<file path="src/rtl/sensor_hit_capture.sv">
`default_nettype none
// ============================================================================
//  Module   : sensor_hit_capture
//  Purpose  : Synchronise and debounce the sensor box code, turn each new
//             stable non-idle code into one valid/ready hit event, and drive
//             the LED echo, saturating hit counter and HEX digit.
//  Revision : 1.0  initial release
// ============================================================================
module sensor_hit_capture #(
    parameter int CODE_W        = 3,
    parameter int STABLE_CYCLES = 4,
    parameter int IDLE_CODE     = 0,
    parameter int ADDR_OFFSET   = 1,
    parameter int CNT_W         = 8
) (
    input  logic              clk,
    input  logic              reset,
    input  logic [CODE_W-1:0] sensor_code,
    input  logic              hit_ready,
    input  logic              clear_stats,
    output logic [CODE_W-1:0] led_out,
    output logic              hit_valid,
    output logic [CODE_W-1:0] box_addr,
    output logic [CNT_W-1:0]  hit_count,
    output logic              overrun,
    output logic [6:0]        hex_display
);

    // Active-low segments, bit 0 = a .. bit 6 = g.
    function automatic logic [6:0] f_seg(input logic [3:0] d);
        logic [6:0] seg;
        case (d)
            4'h0: seg = 7'b1000000;
            4'h1: seg = 7'b1111001;
            4'h2: seg = 7'b0100100;
            4'h3: seg = 7'b0110000;
            4'h4: seg = 7'b0011001;
            4'h5: seg = 7'b0010010;
            4'h6: seg = 7'b0000010;
            4'h7: seg = 7'b1111000;
            4'h8: seg = 7'b0000000;
            4'h9: seg = 7'b0010000;
            4'hA: seg = 7'b0001000;
            4'hB: seg = 7'b0000011;
            4'hC: seg = 7'b1000110;
            4'hD: seg = 7'b0100001;
            4'hE: seg = 7'b0000110;
            default: seg = 7'b0001110;
        endcase
        return seg;
    endfunction

    localparam int                c_FW      = (STABLE_CYCLES > 1) ? $clog2(STABLE_CYCLES) : 1;
    localparam logic [c_FW-1:0]   c_CNT_MAX = c_FW'(STABLE_CYCLES - 1);
    localparam logic [CODE_W-1:0] c_IDLE    = CODE_W'(IDLE_CODE);
    localparam logic [CODE_W-1:0] c_OFFSET  = CODE_W'(ADDR_OFFSET);
    localparam logic [6:0]        c_HEX_RST = f_seg(4'(c_IDLE));

    logic [CODE_W-1:0] r_s1;
    logic [CODE_W-1:0] r_s2;
    logic [CODE_W-1:0] r_candidate;
    logic [c_FW-1:0]   r_cnt;
    logic [CODE_W-1:0] r_stable;
    logic [CODE_W-1:0] r_led;
    logic              r_hit_valid;
    logic [CODE_W-1:0] r_box_addr;
    logic [CNT_W-1:0]  r_hit_count;
    logic              r_overrun;
    logic [6:0]        r_hex;

    logic              w_accept;
    logic              w_event;
    logic              w_take;
    logic              w_drop;
    logic [CNT_W-1:0]  w_count_base;
    logic [CNT_W-1:0]  w_count_next;

    // The candidate has survived the full window and differs from the current code.
    assign w_accept = (r_s2 == r_candidate) && (r_cnt == c_CNT_MAX) && (r_candidate != r_stable);
    assign w_event  = w_accept && (r_candidate != c_IDLE);
    assign w_take   = w_event && (!r_hit_valid || hit_ready);
    assign w_drop   = w_event && r_hit_valid && !hit_ready;

    // Clear takes effect before the same-cycle event is counted.
    assign w_count_base = clear_stats ? '0 : r_hit_count;
    assign w_count_next = (w_event && (w_count_base != '1)) ? w_count_base + CNT_W'(1) : w_count_base;

    always_ff @(posedge clk or posedge reset) begin
        if (reset) begin
            r_s1        <= '0;
            r_s2        <= '0;
            r_led       <= '0;
            r_candidate <= c_IDLE;
            r_cnt       <= '0;
            r_stable    <= c_IDLE;
        end else begin
            r_s1  <= sensor_code;
            r_s2  <= r_s1;
            r_led <= r_s2;
            if (r_s2 != r_candidate) begin
                r_candidate <= r_s2;
                r_cnt       <= '0;
            end else if (r_cnt != c_CNT_MAX) begin
                r_cnt <= r_cnt + c_FW'(1);
            end else if (w_accept) begin
                r_stable <= r_candidate;
            end
        end
    end

    always_ff @(posedge clk or posedge reset) begin
        if (reset) begin
            r_hit_valid <= 1'b0;
            r_box_addr  <= '0;
            r_hit_count <= '0;
            r_overrun   <= 1'b0;
            r_hex       <= c_HEX_RST;
        end else begin
            if (w_take) begin
                r_hit_valid <= 1'b1;
                r_box_addr  <= r_candidate + c_OFFSET;
            end else if (hit_ready) begin
                r_hit_valid <= 1'b0;
            end
            r_hit_count <= w_count_next;
            r_overrun   <= (r_overrun & ~clear_stats) | w_drop;
            r_hex       <= f_seg(4'(r_stable));
        end
    end

    assign led_out     = r_led;
    assign hit_valid   = r_hit_valid;
    assign box_addr    = r_box_addr;
    assign hit_count   = r_hit_count;
    assign overrun     = r_overrun;
    assign hex_display = r_hex;

endmodule
`default_nettype wire

</file>
<file path="config.mk">
export PLATFORM = sky130hd
export DESIGN_NAME = sensor_hit_capture
export DESIGN_NICKNAME = d
export VERILOG_FILES = /design/src/rtl/sensor_hit_capture.sv
export SDC_FILE = /design/constraint.sdc
export NUM_CORES = 1
export LEC_CHECK = 0
export BUFFER_PORTS_ARGS = -buffer_cell sky130_fd_sc_hd__buf_2
export CAP_MARGIN = 0
export CORE_MARGIN = 2
export CORE_UTILIZATION = 23
export CTS_BUF_LIST = sky130_fd_sc_hd__clkbuf_4
export CTS_CLUSTER_DIAMETER = 40
export DETAILED_ROUTE_END_ITERATION = 10
export GPL_TIMING_DRIVEN = 0
export HOLD_SLACK_MARGIN = 0.03
export PLACE_DENSITY = 0.47
export SLEW_MARGIN = 40
export SYNTH_ARGS = -nofsm -noshare
export SYNTH_HDL_FRONTEND = slang
export SYNTH_SLANG_ARGS = --single-unit
</file>
<file path="constraint.sdc">
create_clock -name clk -period 1.8 [get_ports clk]
set_clock_uncertainty 0.15 [all_clocks]
set_input_delay 0.54 -clock clk [delete_from_list [all_inputs] [get_ports clk]]
set_output_delay 0.54 -clock clk [all_outputs]
set_load 0.05 [all_outputs]
</file>
Yosys cells after proc, flatten, opt, wreduce, memory -nomap -nowiden
Memory sizes are Yosys's and may differ from the RTL's. A register that Yosys moved wholly into a read port is not among the register bits.
Index checks and enable logic that the tools add are counted.

word-level totals
  register bits = 30
  latch bits = 0
  bits in writable memories = 0
  bits in read-only memories = 56
  output and inout bits = 23
  logic and storage cells = 45
  memories kept = 1

memories
  memory           depth  width  rd ports  clocked after memory_dff  write ports  line  RTL
  (no name shown)  8      7      1         1                         0            32    case (d)

cells by class
  add/subtract/negate cells = 3
  multipliers = 0
  divide/modulo/power cells = 0
  $lt $le $gt $ge = 0
  eq/ne operators = 6
  shift-type cells = 0
  mux-type cells = 6
  bitwise logic cells = 5
  reductions and logical operators = 14

operators with widths
  kind                                          number
  2-to-1 mux 8 bit                              2
  adder 8 x 1 -> 8 bit, second input constant   1
  inequality test 8 bit, second input constant  1
  logical AND 1 bit                             7
  inequality test 3 bit                         2
  2-to-1 mux 2 bit                              2
  nonzero test 2 bit                            2
  adder 3 x 1 -> 3 bit, second input constant   1
  equality test 3 bit                           1
  NOT 1 bit                                     3
  AND reduction 3 bit                           1
  nonzero test 3 bit                            1
  adder 2 x 1 -> 2 bit, second input constant   1
  equality test 2 bit, second input constant    1
  logical NOT 1 bit                             2
  2-to-1 mux 1 bit                              2
  inequality test 2 bit, second input constant  1
  AND 1 bit                                     1
  logical OR 1 bit                              1
  OR 1 bit                                      1

Logic depth before layout (Yosys ltp)
Gate-level depths: netlist of the first run.

  depth in word-level cells = 7
  depth in mapped cells = 8
  depth with buffers taken out = 7

Worst setup path before layout of the first run
No wires, ideal clock.

  path type = register to register
  start = register r_hit_count[0] (netlist: hit_count[0])
  end = register r_hit_count[1] (netlist: hit_count[1])
  setup time = 0.128 ns
  arrival = 2.030 ns
  required time = 1.522 ns
  slack = -0.508 ns
  cell stages (with the launch flop) = 7
  period minus slack after synthesis = 2.308 ns
  path through = dfrtp_1 > nor2b_1 > ha_1 > nand3_2 > nor4_2 > nor3_2 > mux2_1

between the ends
  longest elaborated chain between the ends = 4
  elaborated cells on any way between the ends = 5
  classes of those cells = add/sub (1); eq/ne (1); mux (2); reduce/logical (1)

RTL lines
  what                                                                          line  RTL
  start, declared                                                               67    logic [CNT_W-1:0] r_hit_count;
  start signal, assigned                                                        125   r_hit_count <= w_count_next;
  2-to-1 mux 8 bit *                                                            85    assign w_count_base = clear_stats ? '0 : r_hit_count;
  parallel branches: the longest is 2 deep, another holds adder 8 x 1 -> 8 bit  -
  2-to-1 mux 8 bit *                                                            86    assign w_count_next = (w_event && (w_count_base != '1)) ? w_count_base + CNT_W'(1) : w_count_base;
  named net w_count_next[1]                                                     76    logic [CNT_W-1:0] w_count_next;

Mark *: on every way through the listed nets, which the timed path passes.
A chain may end at the register's enable or synchronous reset.

Final worst setup path of the first run
  start = register r_candidate[0]
  end = register r_box_addr[2] (netlist: box_addr[2])

between the ends
  longest elaborated chain between the ends = 5
  elaborated cells on any way between the ends = 8
  classes of those cells = add/sub (1); eq/ne (2); reduce/logical (5)

RTL lines
  what                             line  RTL
  start, declared                  61    logic [CODE_W-1:0] r_candidate;
  start signal, assigned           93    r_candidate <= c_IDLE;
  start signal, assigned           101   r_candidate <= r_s2;
  equality test 3 bit              79    assign w_accept = (r_s2 == r_candidate) && (r_cnt == c_CNT_MAX) && (r_candidate != r_stable);
  logical AND 1 bit (2 in series)  79
  logical AND 1 bit                80    assign w_event = w_accept && (r_candidate != c_IDLE);
  logical AND 1 bit                81    assign w_take = w_event && (!r_hit_valid || hit_ready);
  end signal, assigned             121   r_box_addr <= r_candidate + c_OFFSET;
  end, declared                    66    logic [CODE_W-1:0] r_box_addr;

Several ways; a longest one is shown, not always the timed one.

==> run summary, run 1 <==
status: complete, but fails checks
failing checks: negative setup slack
vias per inst: 3.81
commonest cells after routing, fill and taps aside: dfrtp_1 (29), buf_2 (23), buf_4 (13)
most common cell after layout, fill and taps aside: dfrtp_1
largest net degree at the start of global routing: 21
ant diodes: 0
final worst setup slack: -143 ps
busiest layer in global routing: met2
CTS Hold Bufs: 0
post-layout net count: 189
leak pwr: 1.07 nW
Syn. warnings: 0
Root Buffer Master: clkbuf_4
max cap viols: 0
TritonRoute pass-1 iters: 4
vias after detailed routing: 1030
r2r startpoint: r_candidate[0]
Post-DRT Antenna Nets: 0
Startpoint Class: flip-flop
Yosys reg bits: 37
average routed wire per standard cell: 10.9 µm
# DRC: 0
Yosys cell types: 35
setup TNS: -782 ps
sequential share of the synthesized area: 57.1%
dpl ws: -298 ps
Die Footprint: 7740 µm²
area delta synth->final: 37.0%
DP Cell Count: 252
Netlist Area Pre-Place: 1620 µm²
die height: 88 µm
DRT Wirelength: 2930 µm
RD Place Congestion: 0.701
top-area cell type share of the netlist area: 55.5%
Synth Area per Inst: 12.8 µm²
Setup Viol. Count Final: 8
Max clock buf depth: 2
syn nets: 143
Power Density: 640 nW/µm²
Hold Path Class: primary input to async pin
first-pass GRT wire length: 4800 µm
GRT met2 Usage: 12.1%
worst skew pair latency: 340 ps
Syn Inst Count: 127
core footprint: 6790 µm²
starting density of the core: 23.9%
clk sinks: 37
# port buffers: 28
CP arrival: 2030 ps
Worst setup EP type: flip-flop
fillers: 688
GRT overflow: 0
largest area contributor in the netlist: dfrtp_1
Reg clk slew, reported paths: 110 ps
fin crit share: 108%
RSZ-0062 raised after global routing: true
I/O pin count: 30
Hold Vio Cnt, Final: 0
Register-to-Register Setup Slack: -140 ps
Fmax: 515 MHz
VDD IR max: 0.261 mV
met3 Use GR: 3.39%
Worst-Margin Slew: 433 ps
CP required: 1890 ps
Rows: 30
crit path launch: r_candidate[0]
dominant cells by area after synthesis: dfrtp_1 (56%), ha_1 (6.9%), xnor2_1 (3.2%)
vias in the first global route: 985
Finished Core Util: 32.7%
cts bufs inserted: 5
initial DRC count: 36
met1 usage: 10.6%
H-tree depth: 2
post-route minimum period: 1940 ps
critical-path maximum fanout: 6
Max Slew Vio Count: 0
Worst slew margin: 71.1%
Global Route Usage Sum: 8.24%
crit path kind: flip-flop to flip-flop
dpl hpwl: 2080 µm
die width: 88 µm
share of post-route cells with drive strength above 1: 48.3%
final std cells w/o fill: 270
CTS tree: yes
initial antenna violation count: 0
[report_power, final]
group | total, mW | internal (mW) | switching [mW]
clock network | 0.412 | 0.141 | 0.271
logic | 0.139 | 0.0562 | 0.0826
registers | 0.871 | 0.853 | 0.0178
[layout make-up]
class | instances | area (µm²) | share of cell area [%]
Buffer | 6 | 53.8 | 2.42
Sequential cell | 37 | 936 | 42.1
Timing Repair Buffer | 39 | 255 | 11.5
Multi-Input combinational cell | 76 | 778 | 35.0
Clock buffer | 5 | 37.5 | 1.69
Clock inverter | 3 | 12.5 | 0.563
Tap cell | 96 | 120 | 5.40
Inverter | 8 | 30.0 | 1.35
[critical path, stage by stage (launching register included)]
cell	delay [ps]
dfrtp_2	460
inv_2	70
ha_4	160
nand2b_4	60
o311ai_4	90
or2_1	240
buf_6	140
nor2b_4	150
mux2_4	310
[through the flow]
| step | total power [mW] | cell area (µm²) | hold WS (ps) |
|---|---|---|---|
| 4_1_cts | 1.45 | 2170 | 38.6 |
| 3_3_place_gp | 1.00 | 1980 | 182 |
| 5_1_grt | 1.50 | 2220 | 39.4 |
| 6_report | 1.42 | 2220 | 34.0 |
| 3_5_place_dp | 1.01 | 2010 | 185 |
| 2_1_floorplan | 0.972 | 1720 | 181 |
[final timing paths]
check | to | cells after the start
worst max-delay path | box_addr[2] | 8
worst min-delay path | box_addr[1] | 2
worst max register to register | box_addr[2] | 8
worst min register to register | r_s2[0] | 0
max in group asynchronous | r_candidate[1] | 3
min in group clk | r_s1[0] | 1
[sequential cells by signal, indices dropped and copies added, names as in the netlist]
register and count:
hit_valid 1, r_s2 3, hex_display 7, r_candidate 3, box_addr 3, hit_count 8, r_stable 3, led_out 3
r_s1 3, overrun 1, r_cnt 2
[synth_stat cells]
master and number:
a21oi_1 3, and2_1 2, and3_1 1, buf_2 1, buf_6 2, clkbuf_1 3, dfrtp_1 36, dfstp_2 1
ha_1 9, inv_1 8, mux2_1 3, mux2_4 3, mux2i_1 2, nand2_1 4, nand2b_1 2, nand2b_2 1
nand3_1 2, nand3_2 2, nand3b_1 1, nand4_1 2, nor2_1 8, nor2b_1 5, nor2b_4 1, nor3_2 2
nor4_1 1, nor4_2 1, o21ai_0 1, o21ai_1 1, o2bb2ai_1 1, o311ai_1 2, o311ai_2 1, o41ai_1 2
or2_0 1, xnor2_1 6, xor2_1 6
[per-layer routing]
layer  share of wire (%)  routed length, µm
met2                  46               1340
met3                 4.6                134
met1                  48               1420
met4                 1.3                 37
met5                   0                  0
[logic make-up after synthesis]
logic type,count (synthesis),synth area share [%]
flops,37,57.1
simple gates,36,13.9
buf+inv,14,4.24
xor+xnor,12,6.48
compound gates,11,5.24
fa+ha+maj,9,6.94
mux,8,6.09
[repair_timing]
item | in CTS | in global routing
endpoints found under the setup margin | 10 | 15
pin swaps | 3 | 3
resized for setup | 14 | 8
setup buffers | 6 | 4
No activity file was read; power rests on OpenSTA's default activity.
==> run 2, diff against run 1 <==
--- a/config.mk
+++ b/config.mk
@@ -15,7 +15,6 @@
 export GPL_TIMING_DRIVEN = 0
 export HOLD_SLACK_MARGIN = 0.03
 export PLACE_DENSITY = 0.47
-export SLEW_MARGIN = 40
 export SYNTH_ARGS = -nofsm -noshare
 export SYNTH_HDL_FRONTEND = slang
 export SYNTH_SLANG_ARGS = --single-unit
==> constraint.sdc (replaced) <==
create_clock -name clk -period 1.7 [get_ports clk]
set_clock_uncertainty 0.15 [all_clocks]
set_input_delay 0.51 -clock clk [delete_from_list [all_inputs] [get_ports clk]]
set_output_delay 0.51 -clock clk [all_outputs]
set_load 0.05 [all_outputs]
==> run summary, run 2 (synthesis gave the netlist of run 1 again) <==
I/O pin count: 30
crit path launch: r_candidate[2]
# DRC: 0
Fmax: 511 MHz
core footprint: 6790 µm²
RSZ-0062 raised after global routing: true
die width: 88 µm
Hold Path Class: primary input to flip-flop
hold_ws: 125 ps
worst skew pair latency: 340 ps
Design Power: 1.51 mW
HP Start: sensor_code[2]
Hold Vio Cnt, Final: 0
initial antenna violation count: 0
most common cell after layout, fill and taps aside: dfrtp_1
Worst setup EP type: flip-flop
critical-path maximum fanout: 5
Global Route Usage Sum: 8.43%
share of post-route cells with drive strength above 1: 50.6%
area delta synth->final: 37.5%
Startpoint Class: flip-flop
RD Place Congestion: 0.688
crit path kind: flip-flop to flip-flop
CP required: 1770 ps
Reg clk slew, reported paths: 120 ps
largest net degree at the start of global routing: 38
VDD IR max: 0.393 mV
Worst slew margin: 46.9%
Die Footprint: 7740 µm²
Largest register FFs: 8
setup TNS: -1890 ps
leak pwr: 1.07 nW
fin crit share: 115%
Register-to-Register Setup Slack: -260 ps
# port buffers: 28
failing checks: negative setup slack
worst-path cell with the longest stage delay: dfrtp_2
CTS Hold Bufs: 0
Worst-Margin Slew: 795 ps
max cap viols: 0
Post-DRT Antenna Nets: 0
average routed wire per standard cell: 11.1 µm
Finished Core Util: 32.9%
vias per inst: 3.87
Max Slew Vio Count: 0
CP Cell Sequence: xnor2_2 > nand3_2 > or2_1 > buf_6 > buf_4 > o311ai_2 > o41ai_2
dpl hpwl: 2020 µm
post-route minimum period: 1960 ps
Root Buffer Master: clkbuf_4
cell area after layout: 2230 µm²
commonest cells after routing, fill and taps aside: dfrtp_1 (25), buf_2 (18), buf_4 (16)
vias after detailed routing: 1046
GRT overflow: 0
Setup Viol. Count Final: 11
starting density of the core: 23.9%
H-tree depth: 2
TritonRoute pass-1 iters: 3
Power Density: 676 nW/µm²
die height: 88 µm
clk sinks: 37
r2r startpoint: r_candidate[2]
Rows: 30
cts bufs inserted: 5
Crit path largest cell delay: 470 ps
Max clock buf depth: 2
vias in the first global route: 1041
CTS tree: yes
DRT Wirelength: 3000 µm
initial DRC count: 31
status: complete, but fails checks
first-pass GRT wire length: 5010 µm
post-layout net count: 190
ant diodes: 0
CP arrival: 2030 ps
Placed Area: 1990 µm²
final worst setup slack: -257 ps
==> run 2: changes by cell type in the layout (fill, tap and decap cells not counted), moves of 3 or more <==
cell	before	now
buf_2	23	18
dfrtp_1	29	25
dfrtp_2	7	11
buf_4	13	16
clkbuf_4	7	10
==> run 2: layout make-up <==
class	count	area (µm²)
clock buffer	6	45.0
buffer	6	53.8
tap	96	120
sequential	37	941
fill	688	4560
clock inverter	1	3.75
multi-input combinational	76	772
inverter	8	30.0
timing repair buffer	40	267
==> run 2: timing repair <==
action | 4_1_cts | 5_1_grt
pin swaps | 4 | 3
gates resized for setup | 19 | 12
setup buffers | 8 | 4
setup endpoints to repair | 17 | 22
==> run 2: critical path, delay by kind of cell (launching register included) <==
kind            cells  cell delay [ps]
xor+xnor            1              200
compound gates      2              330
simple gates        2              440
flops               1              470
buf+inv             2              260
==> run 2: worst paths after layout <==
path                                 to  cells past startpoint
setup / recovery           hit_count[4]                      7
hold / removal                  r_s1[2]                      1
setup reg to reg           hit_count[4]                      7
hold reg to reg                 r_s2[0]                      0
max in group asynchronous  hit_count[0]                      2
min in group asynchronous      r_cnt[0]                      2
==> run 2: routing by layer <==
layer / part of all wire [%] / up-vias / routed length [µm] / GRT usage, %
met3: 3.6 / 4 / 107 / 2.64
met4: 1.3 / 0 / 39 / 3.36
li1: - / 512 / - / -
met2: 48 / 18 / 1450 / 13.4
met5: 0 / - / 0 / 0
met1: 47 / 512 / 1410 / 10.7
==> run 2: metrics by stage <==
stage	cells	worst slack, ps
after global placement	251	-497
after floorplan	127	-256
final	270	-257
after CTS	266	-278
after global routing	270	-349
after detailed placement	251	-369
==> run 2: where the power goes <==
part           internal [mW]  switching (mW)  leakage (nW)
Clock                  0.166           0.281        0.0292
Sequential             0.903          0.0184         0.469
Combinational         0.0524          0.0863         0.573
Total                   1.12           0.386          1.07
==> run 3, diff against run 2 <==
--- a/config.mk
+++ b/config.mk
@@ -9,7 +9,6 @@
 export CAP_MARGIN = 0
 export CORE_MARGIN = 2
 export CORE_UTILIZATION = 23
-export CTS_BUF_LIST = sky130_fd_sc_hd__clkbuf_4
 export CTS_CLUSTER_DIAMETER = 40
 export DETAILED_ROUTE_END_ITERATION = 10
 export GPL_TIMING_DRIVEN = 0
==> run summary, run 3 (synthesis gave the netlist of run 1 again) <==
TritonRoute pass-1 iters: 4
Worst slew margin: 47.0%
Largest register FFs: 8
Max clock buf depth: 2
Die Footprint: 7740 µm²
share of post-route cells with drive strength above 1: 50.3%
Design Power: 1.68 mW
Worst-Margin Slew: 794 ps
Power Density: 732 nW/µm²
Fmax: 504 MHz
Crit path largest cell delay: 440 ps
average routed wire per standard cell: 11.3 µm
vias per inst: 3.84
CP top delay family: compound AO/OA/AOI/OAI gates
post-layout net count: 193
Rows: 30
# DRC: 0
routed metal-1 wirelength: 1390 µm
worst skew pair latency: 280 ps
max layer used: met4
DR WL met3: 142 µm
Reg clk slew, reported paths: 70 ps
CTS tree: yes
Root Buffer Master: clkbuf_8
dpl hpwl: 2020 µm
CP dominant cell by count: o311ai_4
cts bufs inserted: 5
DR WL met2: 1520 µm
starting density of the core: 23.9%
ant diodes: 0
die height: 88 µm
fillers: 684
Hold Vio Cnt, Final: 0
Max Slew Vio Count: 0
Startpoint Class: flip-flop
worst path buffer plus inverter count: 3
RD Place Congestion: 0.688
hold_ws: 180 ps
Global Route Usage Sum: 8.43%
initial DRC count: 34
largest net degree at the start of global routing: 38
crit path kind: flip-flop to flip-flop
vias in the first global route: 1033
VDD IR max: 0.400 mV
most common cell after layout, fill and taps aside: dfrtp_1
initial antenna violation count: 0
CP arrival: 2000 ps
H-tree depth: 2
failing checks: negative setup slack
final worst setup slack: -284 ps
CP required: 1710 ps
die width: 88 µm
I/O pin count: 30
max cap viols: 0
fin crit share: 117%
commonest cells after routing, fill and taps aside: dfrtp_1 (29), buf_2 (23), buf_4 (18)
RSZ-0062 raised after global routing: true
Post-DRT Antenna Nets: 0
vias after detailed routing: 1048
core footprint: 6790 µm²
# port buffers: 28
DRT Wirelength: 3080 µm
post-route minimum period: 1980 ps
Worst setup EP type: flip-flop
status: complete, but fails checks
Setup Viol. Count Final: 10
GRT overflow: 0
worst-path cell with the longest stage delay: dfrtp_2
critical-path maximum fanout: 5
Hold Path Class: primary input to flip-flop
area delta synth->final: 41.4%
first-pass GRT wire length: 5000 µm
CP Cell Sequence: inv_2 > ha_4 > nand2b_4 > o311ai_4 > or2_1 > buf_6 > buf_4 > o311ai_4 > o41ai_2
clk sinks: 37
leak pwr: 1.10 nW
==> run 3: cell count changes in the layout (fill, tap and decap cells not counted), sizes merged <==
cell,before,now
buf,39,44
clkbuf,13,12
clkinv,1,0
==> run 3: layout make-up <==
| class | instances | area [µm²] | share of cell area [%] |
|---|---|---|---|
| Multi-Input combinational cell | 76 | 803 | 35.0 |
| Timing Repair Buffer | 43 | 265 | 11.6 |
| Tap cell | 96 | 120 | 5.23 |
| Clock buffer | 7 | 86.3 | 3.76 |
| Inverter | 8 | 30.0 | 1.31 |
| Sequential cell | 37 | 936 | 40.8 |
| Buffer | 6 | 53.8 | 2.34 |
==> run 3: what timing repair did <==
action	in CTS	in global routing
gates resized for setup	13	12
hold buffers	0	0
buffers inserted	8	8
pin swaps	4	6
endpoints found under the setup margin	12	17
==> run 3: worst register-to-register path, stage by stage, from the launching register on <==
cell and delay [ps]:
dfrtp_2 440, inv_2 80, ha_4 160, nand2b_4 60
o311ai_4 110, or2_1 240, buf_6 130, buf_4 140
o311ai_4 230, o41ai_2 110
==> run 3: where the power goes <==
group          switching (mW)  total, mW  leakage (nW)  internal [mW]
Clock                   0.295      0.617        0.0443          0.322
Sequential             0.0189      0.923         0.475          0.904
Combinational          0.0874      0.140         0.584         0.0525
Total                   0.401       1.68          1.10           1.28
==> run 3: layer usage <==
metal | track usage (%) | vias up
li1 | - | 513
met1 | 10.7 | 509
met2 | 13.4 | 22
met3 | 2.64 | 4
met4 | 3.36 | 0
met5 | 0 | -
==> run 3: metrics by stage <==
stage | area (µm²) | TNS (ps) | worst slack, ps | utilization [%] | std cells
floorplan | 1730 | -1680 | -256 | - | 127
global placement | 1990 | -16860 | -497 | 29.2 | 251
detailed placement | 1990 | -3010 | -369 | 29.2 | 251
CTS | 2190 | -2050 | -272 | 32.3 | 266
global route | 2290 | -2920 | -353 | 33.8 | 273
finish | 2290 | -1880 | -284 | 33.8 | 273
==> run 3: final timing paths <==
path | from | end | slack [ps] | cells after the start
min in group asynchronous | reset | r_cnt[0] | 230 | 2
worst min register to register | r_s1[0] | r_s2[0] | 200 | 0
worst max register to register | r_candidate[1] | hit_count[4] | -280 | 9
worst min-delay path | sensor_code[2] | r_s1[2] | 180 | 1
max in group asynchronous | reset | r_candidate[0] | 620 | 2
worst max-delay path | r_candidate[1] | hit_count[4] | -280 | 9
